==> src/rtl/ap_mult_pkg.sv <==
// rtl/ap_mult_pkg.sv - shared types and helpers for the approximate multiplier final adder
package ap_mult_pkg;

    localparam int AP_PROD_W = 16;

    typedef enum logic [1:0] {
        IDLE = 2'd0,
        ADD  = 2'd1,
        DONE = 2'd2
    } cpa_state_t;

    // Width of the chunk index for a W-bit row split into CHUNK-bit slices.
    // A single-chunk adder still gets a 1-bit index so the register exists.
    function automatic int nch(input int w, input int chunk);
        int n;
        n = w / chunk;
        return (n <= 1) ? 1 : $clog2(n);
    endfunction

endpackage

==> src/rtl/ap_chunk_add.sv <==
// rtl/ap_chunk_add.sv - combinational CHUNK-bit adder with carry in and carry out
//
// Ports:
//   a, b  : CHUNK-bit addends
//   cin   : carry in
//   sum   : CHUNK-bit sum
//   cout  : carry out of the top bit
module ap_chunk_add #(
    parameter int CHUNK = 4
) (
    input  logic [CHUNK-1:0] a,
    input  logic [CHUNK-1:0] b,
    input  logic             cin,
    output logic [CHUNK-1:0] sum,
    output logic             cout
);

    assign {cout, sum} = {1'b0, a} + {1'b0, b} + {{CHUNK{1'b0}}, cin};

endmodule

==> src/rtl/ap_wall_final_cpa.sv <==
// rtl/ap_wall_final_cpa.sv - serial chunked carry-propagate adder for the approximate Wallace multiplier
//
// Adds the sum and carry rows left by the compressor tree CHUNK bits per cycle and
// presents the W-bit product behind a valid/ready handshake. One operation in flight.
//
// Ports:
//   clk, rst            : clock, asynchronous active-high reset
//   in_valid / in_ready : input handshake; in_ready is high only in IDLE
//   row_s, row_c        : sum and carry rows, sampled only at the accept edge
//   out_valid/out_ready : output handshake; out_valid is high only in DONE
//   prod                : (row_s + row_c) mod 2^W, defined while out_valid is high
//   busy                : high in ADD and DONE
//   ovf                 : carry out of bit W-1 (only when AP_FINAL_ADD_OVF_EN is defined)
//
// Build option: AP_FINAL_ADD_OVF_EN adds the ovf output.
module ap_wall_final_cpa
    import ap_mult_pkg::*;
#(
    parameter int W     = AP_PROD_W,
    parameter int CHUNK = 4
) (
    input  logic         clk,
    input  logic         rst,
    input  logic         in_valid,
    output logic         in_ready,
    input  logic [W-1:0] row_s,
    input  logic [W-1:0] row_c,
    output logic         out_valid,
    input  logic         out_ready,
    output logic [W-1:0] prod,
    output logic         busy
`ifdef AP_FINAL_ADD_OVF_EN
    ,
    output logic         ovf
`endif
);

    localparam int            NCH    = W / CHUNK;
    localparam int            KW     = nch(W, CHUNK);
    localparam logic [KW-1:0] LAST_K = KW'(NCH - 1);

    generate
        if ((W % CHUNK) != 0) begin : g_bad_chunk
            $error("ap_wall_final_cpa: W must be a multiple of CHUNK");
        end
    endgenerate

    cpa_state_t       r_state;
    cpa_state_t       w_next_state;
    logic [W-1:0]     r_s;
    logic [W-1:0]     r_c;
    logic [W-1:0]     r_prod;
    logic [KW-1:0]    r_k;
    logic             r_cy;
`ifdef AP_FINAL_ADD_OVF_EN
    logic             r_ovf;
`endif

    logic [CHUNK-1:0] w_s_chunk;
    logic [CHUNK-1:0] w_c_chunk;
    logic [CHUNK-1:0] w_sum;
    logic             w_cout;
    logic             w_accept;
    logic             w_last;

    assign w_accept = in_valid & in_ready;
    assign w_last   = (r_k == LAST_K);

    // Select chunk k of both captured rows for the single shared adder.
    always_comb begin
        w_s_chunk = '0;
        w_c_chunk = '0;
        for (int i = 0; i < NCH; i++) begin
            if (r_k == KW'(i)) begin
                w_s_chunk = r_s[i*CHUNK +: CHUNK];
                w_c_chunk = r_c[i*CHUNK +: CHUNK];
            end
        end
    end

    ap_chunk_add #(
        .CHUNK (CHUNK)
    ) u_chunk_add (
        .a    (w_s_chunk),
        .b    (w_c_chunk),
        .cin  (r_cy),
        .sum  (w_sum),
        .cout (w_cout)
    );

    always_ff @(posedge clk or posedge rst) begin
        if (rst) begin
            r_state <= IDLE;
        end else begin
            r_state <= w_next_state;
        end
    end

    always_comb begin
        w_next_state = r_state;
        case (r_state)
            IDLE:    if (w_accept) w_next_state = ADD;
            ADD:     if (w_last) w_next_state = DONE;
            DONE:    if (out_ready) w_next_state = IDLE;
            default: w_next_state = IDLE;
        endcase
    end

    // Handshake outputs depend on state only, never on the partner's signal.
    always_comb begin
        in_ready  = 1'b0;
        out_valid = 1'b0;
        busy      = 1'b0;
        case (r_state)
            IDLE:    in_ready = 1'b1;
            ADD:     busy = 1'b1;
            DONE: begin
                out_valid = 1'b1;
                busy      = 1'b1;
            end
            default: in_ready = 1'b0;
        endcase
    end

    always_ff @(posedge clk or posedge rst) begin
        if (rst) begin
            r_s    <= '0;
            r_c    <= '0;
            r_prod <= '0;
            r_k    <= '0;
            r_cy   <= 1'b0;
`ifdef AP_FINAL_ADD_OVF_EN
            r_ovf  <= 1'b0;
`endif
        end else if (w_accept) begin
            r_s  <= row_s;
            r_c  <= row_c;
            r_k  <= '0;
            r_cy <= 1'b0;
        end else if (r_state == ADD) begin
            r_cy <= w_cout;
            r_k  <= r_k + KW'(1);
            for (int i = 0; i < NCH; i++) begin
                if (r_k == KW'(i)) begin
                    r_prod[i*CHUNK +: CHUNK] <= w_sum;
                end
            end
`ifdef AP_FINAL_ADD_OVF_EN
            if (w_last) begin
                r_ovf <= w_cout;
            end
`endif
        end
    end

    assign prod = r_prod;
`ifdef AP_FINAL_ADD_OVF_EN
    assign ovf  = r_ovf;
`endif

endmodule

==> config.mk <==
export PLATFORM = sky130hd
export DESIGN_NAME = ap_wall_final_cpa
export DESIGN_NICKNAME = d
export VERILOG_FILES = /design/src/rtl/ap_mult_pkg.sv /design/src/rtl/ap_chunk_add.sv /design/src/rtl/ap_wall_final_cpa.sv
export SDC_FILE = /design/constraint.sdc
export NUM_CORES = 1
export LEC_CHECK = 0
export CAP_MARGIN = 20
export CORE_MARGIN = 2
export CORE_UTILIZATION = 35
export DETAILED_ROUTE_END_ITERATION = 7
export DONT_BUFFER_PORTS = 1
export GPL_TIMING_DRIVEN = 0
export PLACE_DENSITY = 0.54
export SLEW_MARGIN = 20
export SYNTH_ARGS = -nofsm -noshare
export SYNTH_HDL_FRONTEND = slang
export SYNTH_SLANG_ARGS = --single-unit
==> constraint.sdc <==
create_clock -name clk -period 3.6 [get_ports clk]
set_input_delay 0.72 -clock clk [delete_from_list [all_inputs] [get_ports clk]]
set_output_delay 0.72 -clock clk [all_outputs]
set_load 0.005 [all_outputs]
Word-level counts from Yosys, hierarchy flattened
Cells that the tools add are included.
Widths: inputs -> output; s select.
{"block": "totals", "ff_bits": 53, "latchBits": 0, "ramBits": 0, "mem_bits_ro": 0, "inputBits": 36, "wordCells": 50, "memories": 0}
{"block": "classes", "n_addsub": 3, "n_mul": 0, "n_div": 0, "order_cmp": 0, "eq_ne": 8, "shift": 0, "muxes": 19, "bitwise_logic": 2, "n_reduce_logical": 9}
{"cell": "$mux 4", "count": 8}
{"cell": "$reduce_and 3->1", "count": 5}
{"cell": "$mux 2", "count": 5}
{"cell": "$eq 2x2->1 const B", "count": 3}
{"cell": "$ne 2x2->1 const B", "count": 3}
{"cell": "$pmux 2 s3", "count": 1}
{"cell": "$add 4x4->5", "count": 1}
{"cell": "$add 5x1->5", "count": 1}
{"cell": "$mux 1", "count": 5}
{"cell": "$eq 2x1->1 const B", "count": 2}
{"cell": "$logic_not 2->1", "count": 2}
{"cell": "$add 2x1->2 const B", "count": 1}
{"cell": "$reduce_bool 2->1", "count": 1}
{"cell": "$reduce_or 2->1", "count": 1}
{"cell": "$and 1x1->1", "count": 1}
{"cell": "$not 1->1", "count": 1}

Depth between registers and ports, before layout
Gate-level depths: netlist of run 1.
{"block": "depth", "ltp_word": 9, "mapped_depth": 11}

Cells and area by module
A second synthesis of run 1 with hierarchy kept.
{"block": "hier_totals", "hier_cells": 194, "area_unflattened_um2": 2532.4}
{"mod": "ap_wall_final_cpa", "instances": 1, "cells_per_inst": 178, "area_each_um2": 2388.5, "seq_area_each_um2": 1326.3}
{"mod": "ap_chunk_add", "instances": 1, "cells_per_inst": 16, "area_each_um2": 143.9, "seq_area_each_um2": 0.0}

Worst setup path before layout of run 1
Ideal clock, no wire load.
{"block": "synth_path", "kind": "register to register", "start": "reg r_k[0]", "end": "reg r_cy", "arrival_ns": 2.452, "required_time_ns": 3.473, "setup_slack_ns": 1.021, "stages_incl_launch_ff": 12, "path_buffers": 2, "period_less_slack_ns": 2.579, "cell_sequence": "dfrtp_1 > inv_1 > ha_1 > buf_2 > buf_2 > a221oi_1 > o31ai_1 > fa_1 > fa_1 > a21o_1 > a21oi_1 > a21oi_1"}
{"block": "synth_between", "elab_chain_len": 9, "elab_cells_between_ends": 16}
{"item": "from (decl)", "line": "ap_wall_final_cpa.sv:53", "text": "logic [KW-1:0] r_k;"}
{"item": "from (signal assigned)", "line": "ap_wall_final_cpa.sv:142", "text": "r_k <= r_k + KW'(1);"}
{"item": "$logic_not 2->1", "line": "ap_wall_final_cpa.sv:74", "text": "if (r_k == KW'(i)) begin"}
{"item": "$mux 4 (4 in series)", "line": "ap_wall_final_cpa.sv:74"}
{"item": "$add 4x4->5 (*)", "line": "ap_chunk_add.sv:18", "text": "assign {cout, sum} = {1'b0, a} + {1'b0, b} + {{CHUNK{1'b0}}, cin};"}
{"item": "$add 5x1->5 (*)", "line": "ap_chunk_add.sv:18"}
{"item": "$mux 1 (*)", "line": "ap_wall_final_cpa.sv:140", "text": "end else if (r_state == ADD) begin"}
{"item": "$mux 1 (*)", "line": "ap_wall_final_cpa.sv:135", "text": "end else if (w_accept) begin"}
{"item": "to (signal assigned)", "line": "ap_wall_final_cpa.sv:141", "text": "r_cy <= w_cout;"}
{"item": "to (decl)", "line": "ap_wall_final_cpa.sv:54", "text": "logic r_cy;"}
Every way passes the cells marked *; elsewhere a longest branch is shown, timed or not. The select of a mux whose other input is x is not followed.
A chain may end at the register's enable or synchronous reset.

Worst setup path in the final report of run 1
{"block": "layout_path", "start": "reg r_k[1]", "end": "reg r_prod[10], in the netlist prod[10]"}
{"block": "layout_between", "elab_chain_len": 7, "elab_cells_between_ends": 15}
{"item": "$logic_not 2->1", "line": "ap_wall_final_cpa.sv:74"}
{"item": "$mux 4 (4 in series)", "line": "ap_wall_final_cpa.sv:74"}
{"item": "$add 4x4->5", "line": "ap_chunk_add.sv:18"}
{"item": "$add 5x1->5", "line": "ap_chunk_add.sv:18"}
{"item": "to (signal, indexed assignment)", "line": "ap_wall_final_cpa.sv:145", "text": "r_prod[i*CHUNK +: CHUNK] <= w_sum;"}
{"item": "to (decl)", "line": "ap_wall_final_cpa.sv:52", "text": "logic [W-1:0] r_prod;"}
Several ways; a longest one is shown, not always the timed one.

==> results of run 1 <==
## cell usage after synthesis (all sizes together) (2+ instances only)
cell / number
o21a: 2
dfrtp: 53
nand2: 24
nor2: 2
mux2: 36
a22o: 5
a21oi: 12
o31ai: 7
a221oi: 4
xnor2: 2
fa: 2
a21o: 2
o21ai: 17
buf: 10
inv: 12
ha: 11
nor2b: 3
## flip-flops by register name, indices dropped and copies added, names as in the netlist
register,flops
r_state,2
r_s,16
r_c,16
prod,16
r_cy,1
r_k,2
## per-stage QoR
stage                     hold slack, ps  std cells  total power, uW
after floorplan                      458        214             2210
after global placement               473        313             2560
after detailed placement             483        313             2600
after CTS                            405        321             2940
after global routing                 434        322             3140
final                                383        322             2890
## worst max path at each step
stage	cells past startpoint	slack (ps)	from	endpoint
finish	9	610	r_k[1]	prod[10]
global route	9	400	r_k[1]	prod[2]
CTS	9	570	r_k[0]	prod[10]
detailed placement	9	580	r_k[0]	prod[2]
global placement	9	630	r_k[0]	prod[10]
floorplan	11	1020	r_k[0]	r_cy
## area by class of cell
type                    instances  area (sq um)  share of cell area [%]
plain buffers                  11          85.1                    2.98
diodes                          1          2.50                  0.0875
inverters                      13          51.3                    1.79
well taps                      99           124                    4.33
flip-flops and latches         53          1330                    46.4
clock inverters                 1          7.51                   0.263
multi-input cells             137          1190                    41.5
clock buffers                   7          76.3                    2.67
## power by group
part | leakage, uW | switching [uW] | internal (uW)
clock network | 0.0000385 | 191 | 138
registers | 0.000643 | 191 | 889
logic | 0.000629 | 746 | 732
## metal layers
layer	vias to the layer above	GRT usage, %	wire length (um)
li1	769	-	-
met1	760	17.5	2480
met2	45	20.7	2430
met3	5	4.56	314
met4	0	3.79	71
met5	-	0	0
## cell families (layout without fill, tap and decap cells)
kind of cell	after synthesis	count (layout)
AOI/OAI and AO/OA	51	51
xor gates and xnor gates	2	2
adders and majority gates	13	13
buffers and inverters	24	32
DFF	53	53
muxes	37	37
other	0	1
and+or+nand+nor	34	34
## worst max-delay path: cells and delay by family (launching register included)
family,cells,cell delay (ps)
xor+xnor,1,380
fa+ha+maj,3,1150
buf+inv,1,90
flops,1,430
compound gates,3,580
simple gates,1,240
==> flow_summary.ini, run 1 <==
[clocking]
cts_buffer_depth = 2
postCtsHoldBufs = 0
cts_tree = done
htreeDepth = 2
clkSlewWorstSetupHoldPaths_ps = 90
clock_latency_ps = 300
post_cts_buffers = 0
cts.sinks = 53
cts_inserted_buffers = 5
ctsResizeCount = 0
root_buffer = clkbuf_8

[global_route]
antenna_found_initial = 1
grt_pass1_vias = 1665
grt_pass1_wl_um = 8580
gr-total-overflow = 0
track_usage_pct = 13.3
grt_max_degree = 54

[timing]
rsz0062_at_grt = false
hold_viol_final = 0
finalCriticalPeriod_ps = 2990
setup_slack_ps = 615
period_share_pct = 82.9
slew_headroom_pct = 56.2
fmax_mhz = 335
skew_ps = 2.87
slew_violations = 0
setup_tns_ps = 0
setup_viol = 0
worstMarginPinSlew_ps = 656

[synthesis]
syn_inst = 214
synthesis.area_sq_um = 2650
seq_area_frac_synth_pct = 50.1
synth_flop_cell = dfrtp_1
synth_area_per_cell_sq_um = 12.4
synth-compound-area-share_pct = 12.3
synth.area.top_cells = dfrtp_1 50%, mux2_4 15%, ha_1 5.2%, mux2_1 4.3%, nand2_1 3.4%
synth-edff-count = 0
ys_types = 31
yosysWarningCount = 0
yosys.area_share.adder_pct = 6.71
synth_top_area_share_pct = 50.1
synth_xor_area_share_pct = 0.662
yosys_register_bits = 53
synth_nets = 263
yosysTopAreaCell = dfrtp_1
synthMuxAreaShare_pct = 19.4
synthArstFlopShare_pct = 100
synth_top_family_by_area = multiplexers
yosys.area_share.simple_pct = 5.72

[finish]
area_delta_synth_final_pct = 8.04
drive_above_1_share_pct = 20.3
final_common_cell = dfrtp_1
finalCoreUtilization_pct = 39.2
fin_nets = 270
num-fill-cells = 749
layout_common_cells = 53 x dfrtp_1, 26 x mux2_4, 24 x nand2_1
design_area_sq_um = 2860

[setup_path]
rr_worst_depth = 9
worstPathRequired_ps = 3780
worstPathArrival_ps = 3170
path_cells = inv_1, ha_1, and2b_1, a221oi_1, o31ai_1, fa_1, fa_1, xnor2_1, o21ai_0
ff2ff_setup_slack_ps = 610
worstSetupPathType = reg2reg
cp_common_cell = fa_1
start_kind = flip-flop
r2r-start = r_k[1]
critical-path-max-stage-delay_ps = 440
path_max_fanout = 6
r2r-end = prod[10]
cp-end-kind = flip-flop
cp_slowest_cell = fa_1

[placed_design]
placed_area_sq_um = 2770
pre_cts_slack_ps = 581
hpwl_um = 3860
place.port_buffers = 0
place.gp.congestion = 0.746

[min_path]
hp-class = in2async

[routing]
drt_first_pass_iters = 6
post_drt_wl_per_cell_um = 16.4
via_per_inst = 4.90
vias = 1579
postRouteAntennaNets = 0
drc = 0
wirelength_um = 5300
first_iter_violations = 46

[floorplanning]
die_area_sq_um = 8270
core_area_sq_um = 7290
die_y_um = 91.0
initial_core_util_pct = 36.3
num_rows = 31
die_w_um = 91.0
ios = 55

[status]
status = complete, no violations

[flow_run]
maxCapViolCount = 0

[pwr]
p_leak_uw = 0.00131
vdd_drop_max_v = 0.000240
power_density_nw_per_um2 = 1010
No activity file was read; power rests on OpenSTA's default activity.
==> inputs of run 2 (changes only) <==
clock period = 3.1 ns   (was 3.6 ns; I/O delays follow)
==> run 2 against run 1 <==
Flip-flop and latch count stayed put. Highest routed layer unchanged. Clock-buffer cell count did not move. Utilization up 0.14 points. Global-route usage unchanged. Largest cell class unchanged. Clock power increased by 16%. Critical path depth increased by 2. Register-to-register slack got worse by 430 ps. Sequential share of layout area down 0.16 points. Combinational power up 18%. Non-clock buffer count unchanged. First-iteration DRC count is 8.7% lower.
==> flow_summary.ini, run 2 (same netlist as run 1, synthesis figures left out) <==
[status]
status = complete, no violations

[clocking]
cts_inserted_buffers = 5
postCtsHoldBufs = 0
cts_tree = done
root_buffer = clkbuf_8
clkSlewWorstSetupHoldPaths_ps = 90
cts_buffer_depth = 2
htreeDepth = 2
clock_latency_ps = 300
cts.sinks = 53

[floorplanning]
core_area_sq_um = 7290
ios = 55
die_w_um = 91.0
num_rows = 31
initial_core_util_pct = 36.3
die_area_sq_um = 8270
die_y_um = 91.0

[finish]
instances_no_fill = 322
drive_above_1_share_pct = 21.2
num-fill-cells = 747
layout_common_cells = 53 x dfrtp_1, 26 x mux2_4, 24 x nand2_1
area_delta_synth_final_pct = 8.42
fin_nets = 270
finalCoreUtilization_pct = 39.3
final_common_cell = dfrtp_1

[min_path]
hp-class = in2async

[routing]
met1_length_um = 2490
first_iter_violations = 42
vias = 1569
wirelength_um = 5310
drc = 0
top_layer = met4
post_drt_wl_per_cell_um = 16.5
postRouteAntennaNets = 0
via_per_inst = 4.87
route.met2.wl_um = 2450
dr_wl_met3_um = 309
drt_first_pass_iters = 6

[setup_path]
critical-path-max-stage-delay_ps = 440
path_cells = inv_1, ha_1, buf_2, buf_2, a221oi_1, o31ai_1, fa_1, fa_1, a21o_1, a21oi_1, a21oi_1
path_max_fanout = 10
r2r-end = r_cy
worstPathArrival_ps = 3100
worstSetupPathType = reg2reg
cp-end-kind = flip-flop
r2r-start = r_k[0]
rr_worst_depth = 11
start_kind = flip-flop
cp_slowest_cell = fa_1
worstPathRequired_ps = 3290
ff2ff_setup_slack_ps = 180

[timing]
period_share_pct = 94.1
setup_viol = 0
hold_viol_final = 0
worstMarginPinSlew_ps = 660
hold_slack_ps = 288
finalCriticalPeriod_ps = 2920
skew_ps = 2.50
slew_headroom_pct = 56.0
fmax_mhz = 343
slew_violations = 0
setup_tns_ps = 0

[pwr]
p_total_uw = 3390
power_density_nw_per_um2 = 1180
p_leak_uw = 0.00131
vdd_drop_max_v = 0.000278

[placed_design]
place.gp.congestion = 0.746
hpwl_um = 3860
dp_cells = 313
place.port_buffers = 0

[flow_run]
maxCapViolCount = 0

[global_route]
antenna_found_initial = 1
grt_pass1_wl_um = 8580
gr-total-overflow = 0
grt_pass1_vias = 1665
grt_max_degree = 54
track_usage_pct = 13.3
==> run 2: report_power, final <==
group	leakage (uW)	switching [uW]	internal [uW]
combinational	0.000633	872	879
sequential	0.000643	222	1030
clock	0.0000385	221	160
total	0.00131	1320	2070
==> run 2: cell type report <==
cell class	instances	area, sq um	area share (%)
inverter	13	51.3	1.79
clock inverter	1	7.51	0.262
antenna	1	2.50	0.0872
sequential	53	1330	46.2
buffer	11	85.1	2.97
clock buffer	7	76.3	2.66
tap	99	124	4.32
multi-input combinational	137	1200	41.7
==> run 2: worst max-delay path, delay by kind of cell, from the launching register on <==
kind	cells	cell delay [ps]
fa+ha+maj	3	1070
flops	1	430
buf+inv	3	450
compound gates	5	850
==> run 2: repair_timing <==
item                                   CTS  global route
gates resized for setup                  0             2
endpoints found under the hold margin    0             0
setup endpoints to repair                0             5
setup buffers                            0             0
==> run 2: per-layer routing <==
layer / global-route usage, % / up-vias
met2: 20.7 / 43
li1: - / 769
met4: 3.79 / 0
met1: 17.5 / 750
met5: 0 / -
met3: 4.56 / 7
==> run 2: how the worst max path moves through the flow <==
stage / depth (start not counted) / end / startpoint
final: 11 / r_cy / r_k[0]
after floorplan: 11 / r_cy / r_k[0]
after global placement: 9 / prod[10] / r_k[0]
after CTS: 9 / prod[10] / r_k[0]
after global routing: 8 / prod[9] / r_k[0]
after detailed placement: 9 / prod[2] / r_k[0]
==> run 2: stage by stage <==
stage	worst slack, ps	instance area, sq um
global route	-2.51	2870
CTS	72.5	2860
global placement	126	2770
finish	182	2870
floorplan	521	2650
detailed placement	80.9	2770
